==> config.mk <==
export PLATFORM = sky130hd
export DESIGN_NAME = program_loader
export DESIGN_NICKNAME = d
export VERILOG_FILES = /design/src/rtl/program_loader.sv
export SDC_FILE = /design/constraint.sdc
export NUM_CORES = 1
export LEC_CHECK = 0
export ABC_AREA = 1
export CAP_MARGIN = 20
export CORE_ASPECT_RATIO = 1.75
export CORE_MARGIN = 3
export CORE_UTILIZATION = 57
export DETAILED_ROUTE_END_ITERATION = 8
export GPL_ROUTABILITY_DRIVEN = 0
export PLACE_DENSITY = 0.8
export REMOVE_ABC_BUFFERS = 1
export SLEW_MARGIN = 25
export SYNTH_ARGS = -nofsm -noshare
export SYNTH_HDL_FRONTEND = slang
export SYNTH_SLANG_ARGS = --single-unit
==> constraint.sdc <==
create_clock -name CLK -period 2.7 [get_ports CLK]
set_clock_uncertainty 0.05 [all_clocks]
set_input_delay 0.27 -clock CLK [delete_from_list [all_inputs] [get_ports CLK]]
set_output_delay 0.27 -clock CLK [all_outputs]
set_load 0.01 [all_outputs]
==> src/rtl/program_loader.sv <==
// Boot loader: assembles a little-endian byte stream into instruction words,
// writes them to instruction memory and holds the core in reset until done.
//
// Ports:
//   CLK, Reset        clock and synchronous active-high reset
//   start             restart pulse, honoured only in DONE or ERROR
//   rx_data/rx_valid  incoming byte stream
//   rx_ready          byte accepted when rx_valid & rx_ready
//   imem_we/addr/wdata  one-cycle instruction-memory write per word
//   core_reset        holds the core in reset while high
//   load_done         image loaded, core released
//   load_error        load aborted (bad count, timeout, bad checksum)
//
// Optional feature: define PROGRAM_LOADER_CHECKSUM_EN to expect a trailing
// XOR checksum byte over the payload before releasing the core.
module program_loader #(
    parameter int unsigned MAX_WORDS   = 1024,
    parameter int unsigned TIMEOUT_CYC = 100000
) (
    input  logic        CLK,
    input  logic        Reset,
    input  logic        start,
    input  logic [7:0]  rx_data,
    input  logic        rx_valid,
    output logic        rx_ready,
    output logic        imem_we,
    output logic [31:0] imem_addr,
    output logic [31:0] imem_wdata,
    output logic        core_reset,
    output logic        load_done,
    output logic        load_error
);

    localparam int IW = $clog2(TIMEOUT_CYC + 1);

`ifdef PROGRAM_LOADER_CHECKSUM_EN
    typedef enum logic [2:0] {
        S_HDR, S_DATA, S_DONE, S_ERROR, S_CSUM
    } state_t;
    localparam state_t S_END = S_CSUM;
`else
    typedef enum logic [2:0] {
        S_HDR, S_DATA, S_DONE, S_ERROR
    } state_t;
    localparam state_t S_END = S_DONE;
`endif

    state_t         state;
    state_t         state_n;
    logic [1:0]     bcnt;
    logic [23:0]    wbuf;
    logic [31:0]    idx;
    logic [31:0]    nwords;
    logic [IW-1:0]  idle;
`ifdef PROGRAM_LOADER_CHECKSUM_EN
    logic [7:0]     csum;
`endif

    logic        acc;
    logic        last_byte;
    logic        active;
    logic        timeout;
    logic        restart;
    logic [31:0] word;

    assign acc       = rx_valid & rx_ready;
    assign last_byte = acc && (bcnt == 2'd3);
    assign word      = {rx_data, wbuf};
    assign restart   = start && (state == S_DONE || state == S_ERROR);

    // The idle watchdog arms on the first header byte and stays armed
    // until the image completes.
`ifdef PROGRAM_LOADER_CHECKSUM_EN
    assign active = (state == S_DATA) || (state == S_CSUM) ||
                    (state == S_HDR && bcnt != 2'd0);
`else
    assign active = (state == S_DATA) ||
                    (state == S_HDR && bcnt != 2'd0);
`endif
    assign timeout = active && !acc && (idle == IW'(TIMEOUT_CYC - 1));

    always_ff @(posedge CLK) begin
        if (Reset) state <= S_HDR;
        else       state <= state_n;
    end

    always_comb begin
        state_n = state;
        unique case (state)
            S_HDR: begin
                if (timeout) begin
                    state_n = S_ERROR;
                end else if (last_byte) begin
                    if (word == 32'd0)                  state_n = S_END;
                    else if (word > 32'(MAX_WORDS))     state_n = S_ERROR;
                    else                                state_n = S_DATA;
                end
            end
            S_DATA: begin
                if (timeout)
                    state_n = S_ERROR;
                else if (last_byte && (idx + 32'd1 == nwords))
                    state_n = S_END;
            end
`ifdef PROGRAM_LOADER_CHECKSUM_EN
            S_CSUM: begin
                if (timeout)  state_n = S_ERROR;
                else if (acc) state_n = (rx_data == csum) ? S_DONE : S_ERROR;
            end
`endif
            S_DONE, S_ERROR: begin
                if (start) state_n = S_HDR;
            end
            default: state_n = S_HDR;
        endcase
    end

    always_ff @(posedge CLK) begin
        if (Reset) begin
            bcnt       <= 2'd0;
            wbuf       <= 24'd0;
            idx        <= 32'd0;
            nwords     <= 32'd0;
            idle       <= '0;
            imem_we    <= 1'b0;
            imem_addr  <= 32'd0;
            imem_wdata <= 32'd0;
            core_reset <= 1'b1;
            load_done  <= 1'b0;
            load_error <= 1'b0;
            rx_ready   <= 1'b0;
`ifdef PROGRAM_LOADER_CHECKSUM_EN
            csum       <= 8'd0;
`endif
        end else begin
            imem_we    <= 1'b0;
            rx_ready   <= !(state_n == S_DONE || state_n == S_ERROR);
            // Release lags DONE entry by one cycle so the last write lands first.
            load_done  <= (state == S_DONE) && (state_n == S_DONE);
            core_reset <= !((state == S_DONE) && (state_n == S_DONE));
            load_error <= (state_n == S_ERROR);
            idle       <= (acc || !active) ? '0 : idle + IW'(1);

            if (restart) begin
                bcnt <= 2'd0;
                idx  <= 32'd0;
`ifdef PROGRAM_LOADER_CHECKSUM_EN
                csum <= 8'd0;
`endif
            end else if (acc && (state == S_HDR || state == S_DATA)) begin
                bcnt <= bcnt + 2'd1;
                unique case (bcnt)
                    2'd0:    wbuf[7:0]   <= rx_data;
                    2'd1:    wbuf[15:8]  <= rx_data;
                    2'd2:    wbuf[23:16] <= rx_data;
                    default: ;
                endcase
                if (state == S_HDR && bcnt == 2'd3) begin
                    nwords <= word;
                    idx    <= 32'd0;
`ifdef PROGRAM_LOADER_CHECKSUM_EN
                    csum   <= 8'd0;
`endif
                end
                if (state == S_DATA) begin
`ifdef PROGRAM_LOADER_CHECKSUM_EN
                    csum <= csum ^ rx_data;
`endif
                    if (bcnt == 2'd3) begin
                        imem_we    <= 1'b1;
                        imem_addr  <= idx << 2;
                        imem_wdata <= word;
                        idx        <= idx + 32'd1;
                    end
                end
            end
        end
    end

endmodule
Word-level counts from Yosys, hierarchy flattened. Cells that the tools add are included.

Flip-flop bits (word level): 177. Output and inout bits: 69.

Add/sub/neg operators: 3. Magnitude comparators: 1. Equality and inequality tests: 10. Mux-type cells: 12. Bitwise gates (word level): 4. Reduce and logical (&&, ||, !) cells: 31.

Operators with widths (number): $mux W32 (3); $add A32 B1 Y32 const B (1); $eq A32 B32 Y1 (1); $gt A32 B11 Y1 const B (1); $logic_not A32 Y1 (1); $add A17 B1 Y17 const B (1); $eq A17 B17 Y1 const B (1); $mux W3 (5); $eq A3 B2 Y1 const B (4); $reduce_and A3 Y1 (4); $logic_and A1 B1 Y1 (9); $pmux W3 S3 (1); $reduce_or A2 Y1 (3); $logic_or A1 B1 Y1 (5); $eq A2 B2 Y1 const B (2); $logic_not A1 Y1 (4); $mux W2 (2); $reduce_and A4 Y1 (1); $reduce_or A4 Y1 (1); $eq A3 B1 Y1 const B (1); $logic_not A3 Y1 (1); $not A1 Y1 (3); $add A2 B1 Y2 const B (1); $eq A2 B1 Y1 const B (1); other kinds (4) (4).

Depth between registers and ports, before layout. Gate-level depths: netlist of the first run.

Word-level depth: 10. Gate-level depth with buffers: 19. Gate-level depth less buffers: 19.

Worst setup path before layout of the first run. No wires, ideal clock.

Path kind: reg-to-reg. From: register with a tool-made name. To: register load_error. Setup time: 117 ps. Data arrival time: 1928 ps. Data required time: 2533 ps. Slack: 605 ps. Cell stages (with the launch flop): 19. Buffers on the path: 0. Period minus slack after synthesis: 2095 ps. Cells stage by stage: dfxtp_1 ha_1 nand2_4 nor2_8 nand2_1 nor2_4 nand2_1 nand3_1 nand2_1 inv_1 nand2_1 nor2_1 nand2_1 nor2_1 nand3_1 nand2_1 nand2_1 a21oi_1 nor2_1.

RTL lines: end signal: assignment (RTL line 141) `load_error <= (state_n == S_ERROR);`; end: declaration (RTL line 31) `output logic load_error`.

==> reports/metrics.cfg, run 1 <==
[power]
total_power_mw = 5.35
worst_ir_drop_vdd_uv = 467
cellLeakagePower_nw = 3.80
p_per_area_nw_per_um2 = 548

[cts]
post-cts-setup-buffer-count = 0
cts_buffers = 17
clk_pin_slew_ns = 0.07
cts_root_buffer = clkbuf_16
cts_tree = done
htreeDepth = 4
clock_path_buffers = 2
clock_latency_ns = 0.43
clock-sinks = 177

[timing]
hold_viol_final = 0
max_freq_ghz = 0.391
timing.hold.ws_ns = 0.395
finalCriticalPeriod_ns = 2.56
report.final.slew_viol_count = 0
finalSetupViolCount = 0
worstMarginPinSlew_ns = 0.645
slew_headroom_pct = 56.9
period_share_pct = 94.8

[worst_setup_path]
cp-endpoint = load_error
critical_path_arrival_ns = 2.82
criticalPathCategory = reg2reg
critical_path_buf_inv_count = 0
slowest_delay_ns = 0.43
path_max_fanout = 5
start_kind = flip-flop
reg2reg_to = load_error
reg2reg_slack_ns = 0.14
crit_chain = nand2_1 -> nor2_4 -> nand2_4 -> nand2_1 -> nand2_1 -> nand2_1 -> nand2_1 -> nor2_1 -> nand2_1 -> nor2_1 -> nand2_1 -> nor2_1 -> nand3_2 -> nand2_1 -> nand2_1 -> a21oi_1 -> nor2_1
crit_path_frequent_cell = nand2_1
critPathCaptureType = flip-flop
r2r_cells = 17
crit_cells = 17
critical-path-slowest-cell = dfxtp_1
critical-path-top-delay-family = simple AND/OR/NAND/NOR gates
cp.required_ns = 2.96

[logic_synthesis]
ys_types = 39
synth_area_leaders = dfxtp_1, nand2_1, a21oi_1
synthFlopType = dfxtp_1
syn_area_um2 = 8070
netlist_instances = 1137
synth_top_area_share_pct = 43.9
synth_common_cells = nand2_1, dfxtp_1, a21oi_1, o21ai_0, inv_1
synth-async-reset-ratio_pct = 0
yosysWarnings = 0
yosysMostFrequentCell = nand2_1
synth_seq_cells = 177
ys_seq_area_share_pct = 43.9
yosysTopAreaCell = dfxtp_1
synth_edf_count = 0
postSynthAreaPerCell_um2 = 7.09

[placement]
placed_cells = 1362
hpwl_um = 16600
dpl_cell_area_um2 = 9070
io_buffers = 78

[global_route]
antenna_found_initial = 0
grt_max_degree = 128
gr-usage-all-layers_pct = 30.5
overflow = 0
grt_pass1_wl_um = 37000
grt_pass1_vias = 7714

[hold_path]
hold_path_class = reg2reg
min_from = idle[0]

[die]
initial_core_util_pct = 59.0
ios = 81
dieArea_um2 = 15700
die_w_um = 95.9
coreArea_um2 = 13700
rows = 56
die_h_um = 163

[cells_and_area]
nets = 1225
num_antenna_cells = 0
final_area_um2 = 9770
drive_gt1_share_pct = 8.20
fin_cells = 1394
syn_to_final_growth_pct = 21.2

[route]
routedWlPerCell_um = 16.7
dr.pass1.iters = 5
drt-total-wl_um = 23300
drc_errors = 0
drt_iter0_drc = 548
ant_nets = 0
vias = 7953
vias_per_cell = 5.71

[outcome]
status = finished, final reports clean

[job]
maxCapViolations = 0

## power by group
part | switching, mW | total (mW) | internal [mW] | leakage [nW]
sequential | 0.00799 | 2.63 | 2.62 | 1.43
clock | 1.09 | 2.56 | 1.47 | 0.302
combinational | 0.109 | 0.164 | 0.0546 | 2.07
total | 1.21 | 5.35 | 4.14 | 3.80
## layer usage
metal  global-route usage, %  vias to the layer above  share of wire, %  routed length, um
li1                        -                     3896                 -                  -
met1                    33.1                     3642                37               8660
met2                    52.5                      307                50              11800
met3                    5.21                      108               4.9               1140
met4                    21.0                        0               7.5               1750
met5                       0                        -                 0                  0
## layout by cell type (no fill, tap or decap), types with 3 or more instances in the layout
cell	Yosys	layout
clkdlybuf4s50_1	0	78
nand2_4	3	3
a21oi_1	134	134
nand3b_1	10	10
o31ai_1	9	9
nor2_1	111	96
nor3_1	9	9
xor2_1	4	4
ha_1	6	5
conb_1	1	3
clkinv_4	0	5
dfxtp_1	177	173
nor4_1	6	6
inv_1	123	123
nor2_2	3	13
nand3_1	72	70
buf_4	2	14
nand2_2	7	11
xnor3_1	3	3
inv_2	2	3
clkbuf_8	0	3
nand2_1	237	233
o32ai_1	14	14
dfxtp_2	0	4
buf_12	0	3
nand4_1	12	12
nor2_4	4	9
o21ai_0	125	125
clkbuf_16	0	17
## cells by family after synthesis
| kind of cell | Yosys count | synth area share, % |
|---|---|---|
| buffers and inverters | 172 | 8.14 |
| other | 1 | 0.0465 |
| XOR/XNOR | 9 | 1.49 |
| flip-flops | 177 | 43.9 |
| adder cells (fa/ha/maj) | 6 | 0.931 |
| AO/OA/AOI/OAI | 289 | 19.0 |
| AND/OR/NAND/NOR | 483 | 26.4 |
## stage by stage
step	TNS (ns)	setup WS (ns)	utilization, %
after floorplan	-229.55	-3.20	-
after global placement	0	0.102	66.4
after detailed placement	0	0.0577	66.4
after CTS	0	0.0344	70.9
after global routing	-0.0145	-0.0145	71.5
final	0	0.140	71.5
## area by class of cell
cell class | count | area, um^2
Timing Repair Buffer | 95 | 946
Multi-Input combinational cell | 790 | 3980
Clock buffer | 21 | 470
Fill cell | 1149 | 3890
Clock inverter | 11 | 144
Sequential cell | 177 | 3550
Inverter | 126 | 473
Tap cell | 174 | 218
## timing repair
item,4_1_cts,5_1_grt
resized for setup,1,28
endpoints found under the hold margin,0,0
endpoints found under the setup margin,1,6
hold buffers,0,0
pin swaps,0,2
## worst min-delay path by stage
stage          endpoint  slack, ns  cells past startpoint
3_3_place_gp    idle[0]       0.38                      1
5_1_grt         idle[0]       0.45                      1
3_5_place_dp    idle[0]       0.39                      1
4_1_cts         idle[0]       0.40                      1
6_report        idle[0]       0.39                      1
2_1_floorplan  rx_ready       0.29                      1
No activity file was read; power rests on OpenSTA's default activity.
==> run 2: changes to the inputs <==
CORE_UTILIZATION = 51   (was 57)
CTS_CLUSTER_DIAMETER = 40   (was not set)
PLACE_DENSITY = 0.76   (was 0.8)
clock period = 2.3 ns   (was 2.7 ns; I/O delays follow)
==> run 2 against run 1 <==
Against the previous run: the run now ends with setup timing left; critical path depth rose by 1; setup slack got worse by 0.20 ns; clock power rose by 13%; cell count rose by 6.7%; sequential cell count did not move; critical endpoint is now state[0]; highest routed layer unchanged.
==> reports/metrics.cfg, run 2 (synthesis gave the netlist of run 1 again) <==
[placement]
io_buffers = 78
hpwl_um = 17200
placed_cells = 1439
dpl_cell_area_um2 = 9610

[worst_setup_path]
r2r_cells = 18
criticalPathCategory = reg2reg
reg2reg_slack_ns = -0.06
cp-endpoint = state[0]
critPathCaptureType = flip-flop
critical_path_arrival_ns = 2.62
start_kind = flip-flop
cp.required_ns = 2.56
path_max_fanout = 5
reg2reg_to = state[0]

[timing]
worstMarginPinSlew_ns = 0.674
hold_viol_final = 0
period_share_pct = 103
finalSetupViolCount = 3
worst_slack_ns = -0.0602
slew_headroom_pct = 55.0
report.final.slew_viol_count = 0
max_freq_ghz = 0.424
finalCriticalPeriod_ns = 2.36
grt_setup_unrepaired = true
fin_tns_setup_ns = -0.103

[cts]
clk_pin_slew_ns = 0.07
clock_path_buffers = 2
cts_root_buffer = clkbuf_16
clock_latency_ns = 0.43
htreeDepth = 4
cts_buffers = 17
cts_tree = done
clock-sinks = 177
cts.hold.buffers_added = 0

[power]
switching_share_pct = 23.0
worst_ir_drop_vdd_uv = 502
p_clk_share_pct = 46.9
total_power_mw = 6.18
cellLeakagePower_nw = 4.34
power.switching_mw = 1.42
p_int_mw = 4.76
p_comb_share_pct = 3.2
p_per_area_nw_per_um2 = 575
seq_power_share_pct = 49.9

[die]
die_h_um = 172
die_w_um = 101
dieArea_um2 = 17400
coreArea_um2 = 15500
ios = 81
initial_core_util_pct = 52.2
rows = 60

[route]
drt_iter0_drc = 587
vias = 8410
vias_per_cell = 5.65
drc_errors = 0
routedWlPerCell_um = 16.8
drt-total-wl_um = 25000
ant_nets = 0
dr.pass1.iters = 7

[global_route]
antenna_found_initial = 0
gr-usage-all-layers_pct = 27.5
grt_max_degree = 128
overflow = 0
grt_pass1_vias = 7842
grt_pass1_wl_um = 37800

[cells_and_area]
fin_cells = 1488
drive_gt1_share_pct = 19.0
final_common_cell = nand2_1
layout_common_cells = nand2_1, dfxtp_1, a21oi_1
nets = 1307
syn_to_final_growth_pct = 33.3
num_antenna_cells = 0
final_area_um2 = 10800

[outcome]
status = complete, but fails checks
violations = setup timing

[hold_path]
hold_path_class = reg2reg

[job]
maxCapViolations = 0

-- run 2: cell types whose count changed in the layout (fill, tap and decap cells not counted), moves of 8 or more --
cell     delta
nor2_1     -17
buf_4      +69
nand2_2    +20
nor2_4      +9
buf_6       +9
nor2_2      +8
nand2_1    -23
nand3_1     -9
dfxtp_1    -10
-- run 2: worst max-delay path, stage by stage (launching register included) --
cell	delay, ns
dfxtp_2	0.40
nand2_1	0.14
nor2_2	0.15
buf_4	0.17
nand2_2	0.11
nor2_2	0.14
nand2_1	0.07
nand2_2	0.06
nand2_1	0.06
nand2_1	0.07
nand2_2	0.07
nor2_4	0.11
nand2_1	0.09
nor2_4	0.11
nand3_4	0.10
nand2_1	0.08
nand2_1	0.06
a21oi_2	0.15
nor2_1	0.06
-- run 2: stage by stage --
stage / utilization [%] / worst slack [ns] / hold slack, ns
after floorplan: - / -3.60 / 0.252
after global placement: 62.1 / -0.159 / 0.377
after detailed placement: 62.1 / -0.192 / 0.390
after CTS: 66.8 / 0.00619 / 0.401
after global routing: 69.5 / -0.252 / 0.437
final: 69.5 / -0.0602 / 0.398
-- run 2: layout make-up --
type                    instances  area, um^2
multi-input cells             790        4240
fillers                      1238        4710
clock inverters                11         119
flip-flops and latches        177        3570
clock buffers                  21         470
inverters                     126         473
well taps                     186         233
repair buffers                177        1650
-- run 2: worst min path at each step --
stage                       start       end  slack, ns  depth (start not counted)
after floorplan             Reset  rx_ready       0.25                          1
after global placement    idle[0]   idle[0]       0.38                          1
after detailed placement  idle[0]   idle[0]       0.39                          1
after CTS                 idle[0]   idle[0]       0.40                          1
after global routing      idle[0]   idle[0]       0.44                          1
final                     idle[0]   idle[0]       0.40                          1
-- run 2: layer usage --
metal | track usage [%] | wire [um] | share of wire [%]
met2 | 49.7 | 13000 | 52
met4 | 17.5 | 1730 | 6.9
met1 | 29.5 | 9010 | 36
met3 | 3.75 | 1300 | 5.2
met5 | 0 | 0 | 0
-- run 2: what timing repair did --
action | in CTS | in global routing
setup endpoints to repair | 6 | 63
gates resized for setup | 39 | 86
pin swaps | 21 | 53
setup buffers | 2 | 15
-- run 2: power groups by stage --
stage / clock [mW] / sequential (mW) / combinational, mW
after global routing: 3.04 / 3.08 / 0.218
after CTS: 2.92 / 3.09 / 0.196
after global placement: 0 / 3.16 / 0.191
after detailed placement: 0 / 3.16 / 0.194
after floorplan: 0 / 3.16 / 0.0903
final: 2.90 / 3.08 / 0.201
==> run 3: changes to the inputs <==
GPL_TIMING_DRIVEN = 1   (was not set)
PLACE_DENSITY = 0.83   (was 0.76)
==> run 3 against run 2 <==
Against the previous run: routed wire length about the same; non-clock buffer count down 18; sequential power about the same; sequential cell count did not move; combinational power about the same; clock-buffer cell count is 2 lower; worst hold slack got worse by 0.0063 ns; the flow still finishes with violations (setup timing); clock power rose by 8.6%.
==> reports/metrics.cfg, run 3 (synthesis gave the netlist of run 1 again) <==
[timing]
hold_viol_final = 0
worst_slack_ns = -0.159
grt_setup_unrepaired = true
finalCriticalPeriod_ns = 2.46
fin_tns_setup_ns = -0.694
timing.hold.ws_ns = 0.392
worstMarginPinSlew_ns = 0.683
period_share_pct = 107
slew_headroom_pct = 54.4
report.final.slew_viol_count = 0
finalSetupViolCount = 6
max_freq_ghz = 0.407

[die]
die_h_um = 172
coreArea_um2 = 15500
dieArea_um2 = 17400
ios = 81
rows = 60
die_w_um = 101
initial_core_util_pct = 52.2

[global_route]
antenna_found_initial = 0
grt_pass1_wl_um = 38500
gr-usage-all-layers_pct = 28.0
grt_max_degree = 128
grt_pass1_vias = 8156
overflow = 0

[hold_path]
hold_path_class = in2reg
min_to = imem_wdata[27]
min_from = rx_data[3]
min_path_cells = 3

[cts]
htreeDepth = 4
cts.hold.buffers_added = 0
cts_root_buffer = clkbuf_16
clock_path_buffers = 2
clock-sinks = 177
clock_latency_ns = 0.43
cts_buffers = 17
cts_tree = done
clk_pin_slew_ns = 0.07

[outcome]
status = complete, but fails checks
violations = setup timing

[worst_setup_path]
slowest_delay_ns = 0.37
crit_chain = ha_4 -> nand2_4 -> nor2_8 -> buf_4 -> nand3_4 -> o21ai_2 -> and2_1 -> nor2_1 -> nor2_1 -> nand2_2 -> nor2_4 -> nand3_2 -> nand2_1 -> nand2_1 -> nand2_2 -> nand2_2 -> nor2_1
start_kind = flip-flop
reg2reg_slack_ns = -0.16
critPathCaptureType = flip-flop
critical_path_arrival_ns = 2.78
reg2reg_to = load_error
path_max_fanout = 5
critical-path-slowest-cell = dfxtp_4
r2r_cells = 17
criticalPathCategory = reg2reg
cp.required_ns = 2.62

[power]
p_per_area_nw_per_um2 = 613
worst_ir_drop_vdd_uv = 476
total_power_mw = 6.43
cellLeakagePower_nw = 4.19

[route]
routedWlPerCell_um = 17.0
ant_nets = 0
vias_per_cell = 5.75
drt_iter0_drc = 676
dr.pass1.iters = 6
vias = 8451
drt-total-wl_um = 25000
drc_errors = 0

[job]
maxCapViolations = 0

[placement]
placed_cells = 1426
dpl_cell_area_um2 = 9500
io_buffers = 78
dp_worst_setup_slack_ns = -0.260
hpwl_um = 16900

[cells_and_area]
layout_common_cells = nand2_1, dfxtp_1, a21oi_1
final_common_cell = nand2_1
num_antenna_cells = 0
final_area_um2 = 10500
syn_to_final_growth_pct = 30.0
nets = 1289
fin_cells = 1470
final_util_pct = 67.8
drive_gt1_share_pct = 15.4
fillers = 1203

run 3: cell types whose count changed in the layout (fill, tap and decap cells not counted), moves of 3 or more:
cell / delta
nand2_4: -3
nand3_1: +5
nor2_4: -6
bufinv_16: +3
dfxtp_1: +5
nand2_1: +11
dfxtp_2: -4
buf_4: -12
nor2_2: -6
nand3_2: -4
nand2_2: -8
buf_6: -5
nor2_1: +12
run 3: layout make-up:
class / count / area (um^2) / area share, %
clock buffer: 19 / 443 / 4.22
tap: 186 / 233 / 2.22
clock inverter: 13 / 198 / 1.89
inverter: 126 / 473 / 4.51
sequential: 177 / 3560 / 34.0
timing repair buffer: 159 / 1480 / 14.1
multi-input combinational: 790 / 4100 / 39.1
run 3: metal layers:
metal	share of wire [%]	wire length (um)	up-vias	GRT usage, %
li1	-	-	4030	-
met1	35	8860	3876	29.1
met2	51	12600	407	49.5
met3	6.0	1510	138	5.05
met4	8.0	2000	0	20.5
met5	0	0	-	0
run 3: how the worst max path moves through the flow:
stage | startpoint | to | slack, ns | cells after the start
global route | flip-flop | load_error | -0.29 | 17
CTS | flip-flop | load_error | 0.0002 | 19
global placement | rx_valid | load_error | -0.23 | 16
finish | flip-flop | load_error | -0.16 | 17
floorplan | bcnt[0] | flip-flop | -3.60 | 9
detailed placement | rx_valid | load_error | -0.26 | 16
run 3: report_power, final:
group          switching, mW  internal [mW]
registers            0.00974           3.08
clock network           1.27           1.87
logic                  0.130         0.0681
total                   1.41           5.02
run 3: repair_timing:
| item | 4_1_cts | 5_1_grt |
|---|---|---|
| buffers inserted | 2 | 10 |
| pin swaps | 11 | 26 |
| resized for setup | 27 | 49 |
| setup endpoints to repair | 6 | 52 |
| cloned | 0 | 0 |
run 3: worst max-delay path: cells and delay by family, from the launching register on:
family,cells,cell delay (ns)
buffers and inverters,1,0.15
AO/OA/AOI/OAI,1,0.17
adder cells (fa/ha/maj),1,0.15
AND/OR/NAND/NOR,14,1.50
flip-flops,1,0.37
